File: config.mk
export PLATFORM = sky130hd
export DESIGN_NAME = mcycle_controller_flat
export DESIGN_NICKNAME = d
export VERILOG_FILES = /design/src/rtl/mcycle_controller_pkg.sv /design/src/rtl/mcycle_controller_if.sv /design/src/rtl/mcycle_controller_wait_timer.sv /design/src/rtl/mcycle_controller.sv /design/src/flat_wrapper.sv
export SDC_FILE = /design/constraint.sdc
export NUM_CORES = 1
export LEC_CHECK = 0
export CAP_MARGIN = 20
export CORE_MARGIN = 3
export CORE_UTILIZATION = 23
export CTS_CLUSTER_SIZE = 8
export DETAILED_ROUTE_END_ITERATION = 16
export PLACE_DENSITY = 0.55
export SLEW_MARGIN = 20
export SYNTH_ARGS = -nofsm -noshare
export SYNTH_HDL_FRONTEND = slang
export SYNTH_SLANG_ARGS = --single-unit
File: constraint.sdc
create_clock -name clk -period 1.37 [get_ports clk]
set_input_delay 0.137 -clock clk [delete_from_list [all_inputs] [get_ports clk]]
set_output_delay 0.137 -clock clk [all_outputs]
set_load 0.02 [all_outputs]
File: src/rtl/mcycle_controller_pkg.sv
// Shared types and constants for the multicycle control unit: FSM states,
// reserved opcodes and the ALU operation decode helpers.
package control_pkg;

    typedef enum logic [3:0] {
        ST_IDLE,
        ST_FETCH,
        ST_DECODE,
        ST_EXEC,
        ST_WB,
        ST_MEMADR,
        ST_MEMRD,
        ST_MEMWB,
        ST_MEMWR,
        ST_JUMP,
        ST_HALT,
        ST_FAULT
    } state_t;

    localparam logic [3:0] OP_LOAD  = 4'hC;
    localparam logic [3:0] OP_STORE = 4'hD;
    localparam logic [3:0] OP_JUMP  = 4'hE;
    localparam logic [3:0] OP_HALT  = 4'hF;
    localparam logic [3:0] ALU_ADD  = 4'h0;

    // Opcodes 0x0-0xB are ALU operations; 0x8-0xB only carry a 2-bit function.
    function automatic logic is_alu(input logic [3:0] op);
        return op < OP_LOAD;
    endfunction

    function automatic logic [3:0] alu_op_of(input logic [3:0] op);
        return op[3] ? {2'b00, op[1:0]} : {1'b0, op[2:0]};
    endfunction

endpackage

File: src/rtl/mcycle_controller_if.sv
// Control/handshake bundle between the control unit and the datapath/memory.
interface mcycle_controller_if #(
    parameter int WIDTH = 16
);
    logic [WIDTH-1:0] ir;
    logic             mem_ready;
    logic             pc_write_en;
    logic             pc_src_sel;
    logic             alu_src;
    logic             reg_dst;
    logic             reg_write;
    logic             ir_load;
    logic [3:0]       alu_op;
    logic             iord;
    logic             mem_req;
    logic             mem_we;
    logic             instr_done;
    logic             halted;
    logic             fault;

    modport master (
        input  ir, mem_ready,
        output pc_write_en, pc_src_sel, alu_src, reg_dst, reg_write, ir_load,
               alu_op, iord, mem_req, mem_we, instr_done, halted, fault
    );

    modport slave (
        output ir, mem_ready,
        input  pc_write_en, pc_src_sel, alu_src, reg_dst, reg_write, ir_load,
               alu_op, iord, mem_req, mem_we, instr_done, halted, fault
    );
endinterface

File: src/rtl/mcycle_controller_wait_timer.sv
// Memory wait-state watchdog: counts stalled cycles of one access and flags
// expiry when a stall would exceed WAIT_MAX.
module wait_timer #(
    parameter int WAIT_MAX = 15
) (
    input  logic clk,
    input  logic reset,
    input  logic clear,
    input  logic busy,
    input  logic mem_ready,
    output logic expire
);
    localparam int CW = (WAIT_MAX > 0) ? $clog2(WAIT_MAX + 1) : 1;
    localparam logic [CW-1:0] MAX_C = CW'(WAIT_MAX);

    logic [CW-1:0] r_count;

    always_ff @(posedge clk or negedge reset) begin
        if (!reset) begin
            r_count <= '0;
        end else if (clear) begin
            r_count <= '0;
        end else if (busy && !mem_ready && (r_count != MAX_C)) begin
            r_count <= r_count + 1'b1;
        end
    end

    // A ready on the final allowed cycle still completes the access.
    assign expire = busy && !mem_ready && (r_count == MAX_C);

endmodule

File: src/rtl/mcycle_controller.sv
// Multicycle control unit: sequences fetch/decode/execute/memory/write-back
// and decodes the datapath strobes from the registered state.
module mcycle_controller
    import control_pkg::*;
#(
    parameter int WIDTH    = 16,
    parameter int WAIT_MAX = 15
) (
    input  logic                 clk,
    input  logic                 reset,
    mcycle_controller_if.master  bus
);
    state_t     r_state;
    logic [3:0] w_op;
    logic       w_busy;
    logic       w_clear;
    logic       w_expire;
    logic       w_unused_ir;

    assign w_op        = bus.ir[WIDTH-1 -: 4];
    assign w_unused_ir = ^bus.ir[WIDTH-5:0];

    // Every memory state is left on mem_ready, so clearing on completion
    // guarantees a zero count on entry to the next access.
    assign w_busy  = (r_state == ST_FETCH) || (r_state == ST_MEMRD) || (r_state == ST_MEMWR);
    assign w_clear = !w_busy || bus.mem_ready;

    wait_timer #(
        .WAIT_MAX (WAIT_MAX)
    ) u_wait_timer (
        .clk       (clk),
        .reset     (reset),
        .clear     (w_clear),
        .busy      (w_busy),
        .mem_ready (bus.mem_ready),
        .expire    (w_expire)
    );

    always_ff @(posedge clk or negedge reset) begin
        if (!reset) begin
            r_state <= ST_IDLE;
        end else begin
            case (r_state)
                ST_IDLE:   r_state <= ST_FETCH;
                ST_FETCH: begin
                    if (bus.mem_ready)  r_state <= ST_DECODE;
                    else if (w_expire)  r_state <= ST_FAULT;
                end
                ST_DECODE: begin
                    if (is_alu(w_op))                              r_state <= ST_EXEC;
                    else if ((w_op == OP_LOAD) || (w_op == OP_STORE)) r_state <= ST_MEMADR;
                    else if (w_op == OP_JUMP)                      r_state <= ST_JUMP;
                    else                                           r_state <= ST_HALT;
                end
                ST_EXEC:   r_state <= ST_WB;
                ST_WB:     r_state <= ST_FETCH;
                ST_MEMADR: r_state <= (w_op == OP_STORE) ? ST_MEMWR : ST_MEMRD;
                ST_MEMRD: begin
                    if (bus.mem_ready)  r_state <= ST_MEMWB;
                    else if (w_expire)  r_state <= ST_FAULT;
                end
                ST_MEMWB:  r_state <= ST_FETCH;
                ST_MEMWR: begin
                    if (bus.mem_ready)  r_state <= ST_FETCH;
                    else if (w_expire)  r_state <= ST_FAULT;
                end
                ST_JUMP:   r_state <= ST_FETCH;
                ST_HALT:   r_state <= ST_HALT;
                ST_FAULT:  r_state <= ST_FAULT;
                default:   r_state <= ST_IDLE;
            endcase
        end
    end

    always_comb begin
        bus.pc_write_en = 1'b0;
        bus.pc_src_sel  = 1'b0;
        bus.alu_src     = 1'b0;
        bus.reg_dst     = 1'b0;
        bus.reg_write   = 1'b0;
        bus.ir_load     = 1'b0;
        bus.alu_op      = ALU_ADD;
        bus.iord        = 1'b0;
        bus.mem_req     = 1'b0;
        bus.mem_we      = 1'b0;
        bus.instr_done  = 1'b0;
        bus.halted      = 1'b0;
        bus.fault       = 1'b0;
        case (r_state)
            ST_FETCH: begin
                bus.mem_req     = 1'b1;
                bus.ir_load     = bus.mem_ready;
                bus.pc_write_en = bus.mem_ready;
            end
            ST_EXEC, ST_WB: begin
                bus.alu_op     = alu_op_of(w_op);
                bus.alu_src    = w_op[3];
                bus.reg_dst    = !w_op[3];
                bus.reg_write  = (r_state == ST_WB);
                bus.instr_done = (r_state == ST_WB);
            end
            ST_MEMADR: begin
                bus.alu_src = 1'b1;
            end
            ST_MEMRD: begin
                bus.mem_req = 1'b1;
                bus.iord    = 1'b1;
            end
            ST_MEMWB: begin
                bus.reg_write  = 1'b1;
                bus.instr_done = 1'b1;
            end
            ST_MEMWR: begin
                bus.mem_req    = 1'b1;
                bus.iord       = 1'b1;
                bus.mem_we     = 1'b1;
                bus.instr_done = bus.mem_ready;
            end
            ST_JUMP: begin
                bus.alu_src     = 1'b1;
                bus.pc_src_sel  = 1'b1;
                bus.pc_write_en = 1'b1;
                bus.instr_done  = 1'b1;
            end
            ST_HALT:  bus.halted = 1'b1;
            ST_FAULT: bus.fault  = 1'b1;
            default: ;
        endcase
    end

endmodule

File: src/flat_wrapper.sv
// flat-port wrapper written by rule: the top's interface ports become plain ports
module mcycle_controller_flat import control_pkg::*;
#(
    parameter int WIDTH    = 16,
    parameter int WAIT_MAX = 15
)
  (clk, reset, bus_ir, bus_mem_ready, bus_pc_write_en, bus_pc_src_sel, bus_alu_src, bus_reg_dst, bus_reg_write, bus_ir_load, bus_alu_op, bus_iord, bus_mem_req, bus_mem_we, bus_instr_done, bus_halted, bus_fault);
  mcycle_controller_if #(.WIDTH(WIDTH)) bus_i ();
  input  logic clk;
  input  logic reset;
  input wire logic [$bits(bus_i.ir)-1:0] bus_ir;
  input wire logic [$bits(bus_i.mem_ready)-1:0] bus_mem_ready;
  output wire logic [$bits(bus_i.pc_write_en)-1:0] bus_pc_write_en;
  output wire logic [$bits(bus_i.pc_src_sel)-1:0] bus_pc_src_sel;
  output wire logic [$bits(bus_i.alu_src)-1:0] bus_alu_src;
  output wire logic [$bits(bus_i.reg_dst)-1:0] bus_reg_dst;
  output wire logic [$bits(bus_i.reg_write)-1:0] bus_reg_write;
  output wire logic [$bits(bus_i.ir_load)-1:0] bus_ir_load;
  output wire logic [$bits(bus_i.alu_op)-1:0] bus_alu_op;
  output wire logic [$bits(bus_i.iord)-1:0] bus_iord;
  output wire logic [$bits(bus_i.mem_req)-1:0] bus_mem_req;
  output wire logic [$bits(bus_i.mem_we)-1:0] bus_mem_we;
  output wire logic [$bits(bus_i.instr_done)-1:0] bus_instr_done;
  output wire logic [$bits(bus_i.halted)-1:0] bus_halted;
  output wire logic [$bits(bus_i.fault)-1:0] bus_fault;
  assign bus_i.ir = bus_ir;
  assign bus_i.mem_ready = bus_mem_ready;
  assign bus_pc_write_en = bus_i.pc_write_en;
  assign bus_pc_src_sel = bus_i.pc_src_sel;
  assign bus_alu_src = bus_i.alu_src;
  assign bus_reg_dst = bus_i.reg_dst;
  assign bus_reg_write = bus_i.reg_write;
  assign bus_ir_load = bus_i.ir_load;
  assign bus_alu_op = bus_i.alu_op;
  assign bus_iord = bus_i.iord;
  assign bus_mem_req = bus_i.mem_req;
  assign bus_mem_we = bus_i.mem_we;
  assign bus_instr_done = bus_i.instr_done;
  assign bus_halted = bus_i.halted;
  assign bus_fault = bus_i.fault;
  mcycle_controller #(.WIDTH(WIDTH), .WAIT_MAX(WAIT_MAX)) u_core (.clk(clk), .reset(reset), .bus(bus_i));
endmodule
==> results by group <==
Outcome
  • Outcome: complete, but fails checks
  • Failing checks: setup timing

Routing
  • DRT Pass-1 Iters: 4
  • Via/cell ratio: just under 5
  • Final wirelength: 2860 um
  • DR WL/cell: 13.5 um
  • DRC: 0
  • Routed via count: 1045
  • Number of routed nets with antenna violations: 0
  • Initial DRC Count: 29

Global routing
  • Met1 Usage GRT: between 10% and 20%
  • Grt ovf: 0
  • Grt met2 use: 24.4%
  • Largest net degree at the start of global routing: 13
  • Initial antenna violation count: 0
  • Gr busiest metal: met2
  • First-pass GRT wire length: approximately 4700 um
  • Vias in the first global route: between 1000 and 1500
  • M3 GR Usage: around 4.2%
  • Gr usage total: 14.1%

Setup path
  • CP Buf/Inv Count: 1
  • CP startpoint kind: flop
  • CP cell instances: and3b_1 -> a21oi_2 -> or2_4 -> nor3b_4 -> buf_6
  • Critical path capture point type: primary output
  • Top cell family by delay on the critical path: simple AND/OR/NAND/NOR gates
  • Worst Path Class, Setup: flop to primary output
  • WP data arrival: 1.54 ns
  • Worst Path Max Fanout: 4
  • Slowest stage delay, CP: 0.42 ns
  • CP Data Required Time: 1.23 ns
  • Slowest CP cell: dfrtp_1

Timing
  • Setup Skew: roughly 0.015 ns
  • Setup TNS: -3.82 ns
  • Final hold vios: 0
  • Fmax: about 600 MHz
  • Final setup viols: 22
  • Final WS setup: -0.309 ns
  • Slew Limit Fails: 0
  • RSZ-0062 raised after global routing: true
  • Final Critical Period: 1.68 ns
  • Period Utilization, post-route: 123%

Logic synthesis
  • Yosys reg bits: 8
  • Mapped Nets: 125
  • EDFF count, synth: 0
  • Synth top area share: 25.0%
  • Synth unique cells: 46
  • Cell taking the most area after synthesis: dfrtp_1
  • Synth warnings: 0
  • Largest cells by area after synthesis: dfrtp_1 (25%), nor2_1 (7.5%), nor2b_1 (5.5%), buf_4 (4.7%), a21oi_1 (3.8%)
  • Asr flop ratio synth: 100%
  • Top FF cell, synth: dfrtp_1
  • Cell with the most instances after synthesis: nor2_1
  • Post-Syn Area: 801 um2
  • Sequential area share after synthesis: 25.0%
  • Mapped Avg Cell Area: 7.63 um2
  • Instance count of the mapped netlist: 105
  • Commonest cells in the netlist: nor2_1 (16), dfrtp_1 (8), nor2b_1 (7)

Placed design
  • Buffers on Ports: 21
  • Post-DP Area: 1270 um2
  • Dpl hpwl: 1870 um
  • Final GP Congestion: 0.816

CTS
  • Num Clock Sinks: 8
  • Clock root buffer: clkbuf_4
  • Maximum level of the CTS H-tree: 1
  • Clock latency on the worst-skew pair: 0.27 ns
  • TritonCTS clock tree: built
  • Hold buffers post-CTS: 0
  • Clock-pin slew on the worst setup and hold paths: 0.07 ns
  • Number of CTS-inserted buffers: 3
  • Clock Path Buffers: 2

Layout
  • Final-layout fill cell count: about 300
  • Final Cell Area: 1590 um2
  • Total Nets Final: 190
  • # diodes: 0
  • Area Overhead vs Synth: 98.4%
  • Layout cell share with drive strength beyond 1: roughly three fifths

Power
  • Net switching power figure: 1.44 mW
  • Pwr/cell area: roughly 2100 nW/um2
  • Clk network pwr share: 5.8%
  • Combinational Power Share: just over 80%
  • Register share of total power: 11.8%
  • Internal power: 1.88 mW
  • VDD IR max: 0.00122 V
  • Static Leak: 0.712 nW
  • Switching share of power: 43.5%

Floorplan
  • Initial Utilization: roughly 25%
  • Placeable Area: between 3000 and 4000 um2
  • Io pins: 35
  • Die Y: 65.0 um
  • Die width: between 60 and 70 um
  • Die area: between 4000 and 5000 um2
  • # rows: 20

Min path
  • Worst Hold Class: input pin to async pin

Run
  • Maximum Capacitance Violations: 0
[kinds of logic (layout without fill, tap and decap cells)]
| group | after synthesis | in the layout | synth area share [%] |
|---|---|---|---|
| AO/OA/AOI/OAI | 28 | 28 | 24.8 |
| XOR/XNOR | 2 | 2 | 2.19 |
| adder cells (fa/ha/maj) | 1 | 1 | 1.56 |
| buffers and inverters | 11 | 74 | 8.12 |
| flip-flops | 8 | 8 | 25.0 |
| multiplexers | 2 | 2 | 2.50 |
| other | 1 | 1 | 0.468 |
| AND/OR/NAND/NOR | 52 | 52 | 35.3 |
[routing by layer]
layer,vias up,wire (um)
met1,494,1240
met2,45,1410
met5,-,0
met4,0,32
li1,500,-
met3,6,180
[cells in the final DEF (no fill, tap or decap), drive strengths merged, types with 2 or more instances in the layout]
cell and count:
xnor2 2, nand3 2, nand2b 5, nor3 6, nor2b 7, clkdlybuf4s50 6
clkbuf 3, dfrtp 8, or2 2, o21ai 6, and2 2, buf 64
a21oi 6, o32ai 2, nor3b 2, nand2 5, mux2i 2, nor2 16
a31oi 2
[through the flow]
stage	total power, mW	hold slack [ns]	setup WS, ns	util [%]	instances
floorplan	1.47	-0.159	-0.0724	-	105
global placement	2.32	0.449	-0.496	39.8	191
detailed placement	2.32	0.462	-0.522	39.8	191
CTS	3.05	0.185	-0.299	47.3	208
global route	3.51	0.190	-0.367	50.0	212
finish	3.32	0.165	-0.309	50.0	212
[path summary, 6_finish.rpt]
check / from / to / slack (ns) / cells after the start
setup / recovery: u_core.r_state[2] / bus_alu_op[2] / -0.31 / 5
hold / removal: reset / u_core.r_state[1] / 0.17 / 1
setup reg to reg: u_core.r_state[1] / u_core.r_state[1] / -0.20 / 6
hold reg to reg: u_core.u_wait_timer.r_count[2] / u_core.u_wait_timer.r_count[2] / 0.62 / 2
max in group asynchronous: reset / u_core.r_state[0] / 0.89 / 1
min in group clk: u_core.u_wait_timer.r_count[2] / u_core.u_wait_timer.r_count[2] / 0.62 / 2
[repair_timing]
action / CTS / global route
pin swaps: 7 / 9
setup endpoints to repair: 22 / 23
setup buffers: 14 / 5
gates resized for setup: 116 / 16
[final cells by class]
type	count	area, um2	area share [%]
Multi-Input combinational cell	86	673	42.4
Timing Repair Buffer	70	632	39.8
Sequential cell	8	203	12.8
Tap cell	44	55.1	3.46
Clock buffer	3	22.5	1.42
Inverter	1	3.75	0.236
[worst register-to-register path, stage by stage (launching register included)]
cell and delay, ns:
dfrtp_1 0.43, buf_4 0.21, nand2b_1 0.20, buf_4 0.16, a31o_2 0.24, a21o_1 0.18
o31ai_1 0.06
[power groups by stage]
stage	sequential, mW	combinational, mW	clock [mW]
2_1_floorplan	0.339	1.13	0
3_3_place_gp	0.374	1.94	0
3_5_place_dp	0.382	1.94	0
4_1_cts	0.383	2.48	0.193
5_1_grt	0.398	2.90	0.207
6_report	0.390	2.74	0.193
[flip-flops by register name, summed over array words and instances (netlist names)]
name	flops
u_core.r_state	4
u_core.u_wait_timer.r_count	4
No activity file was read; power rests on OpenSTA's default activity.
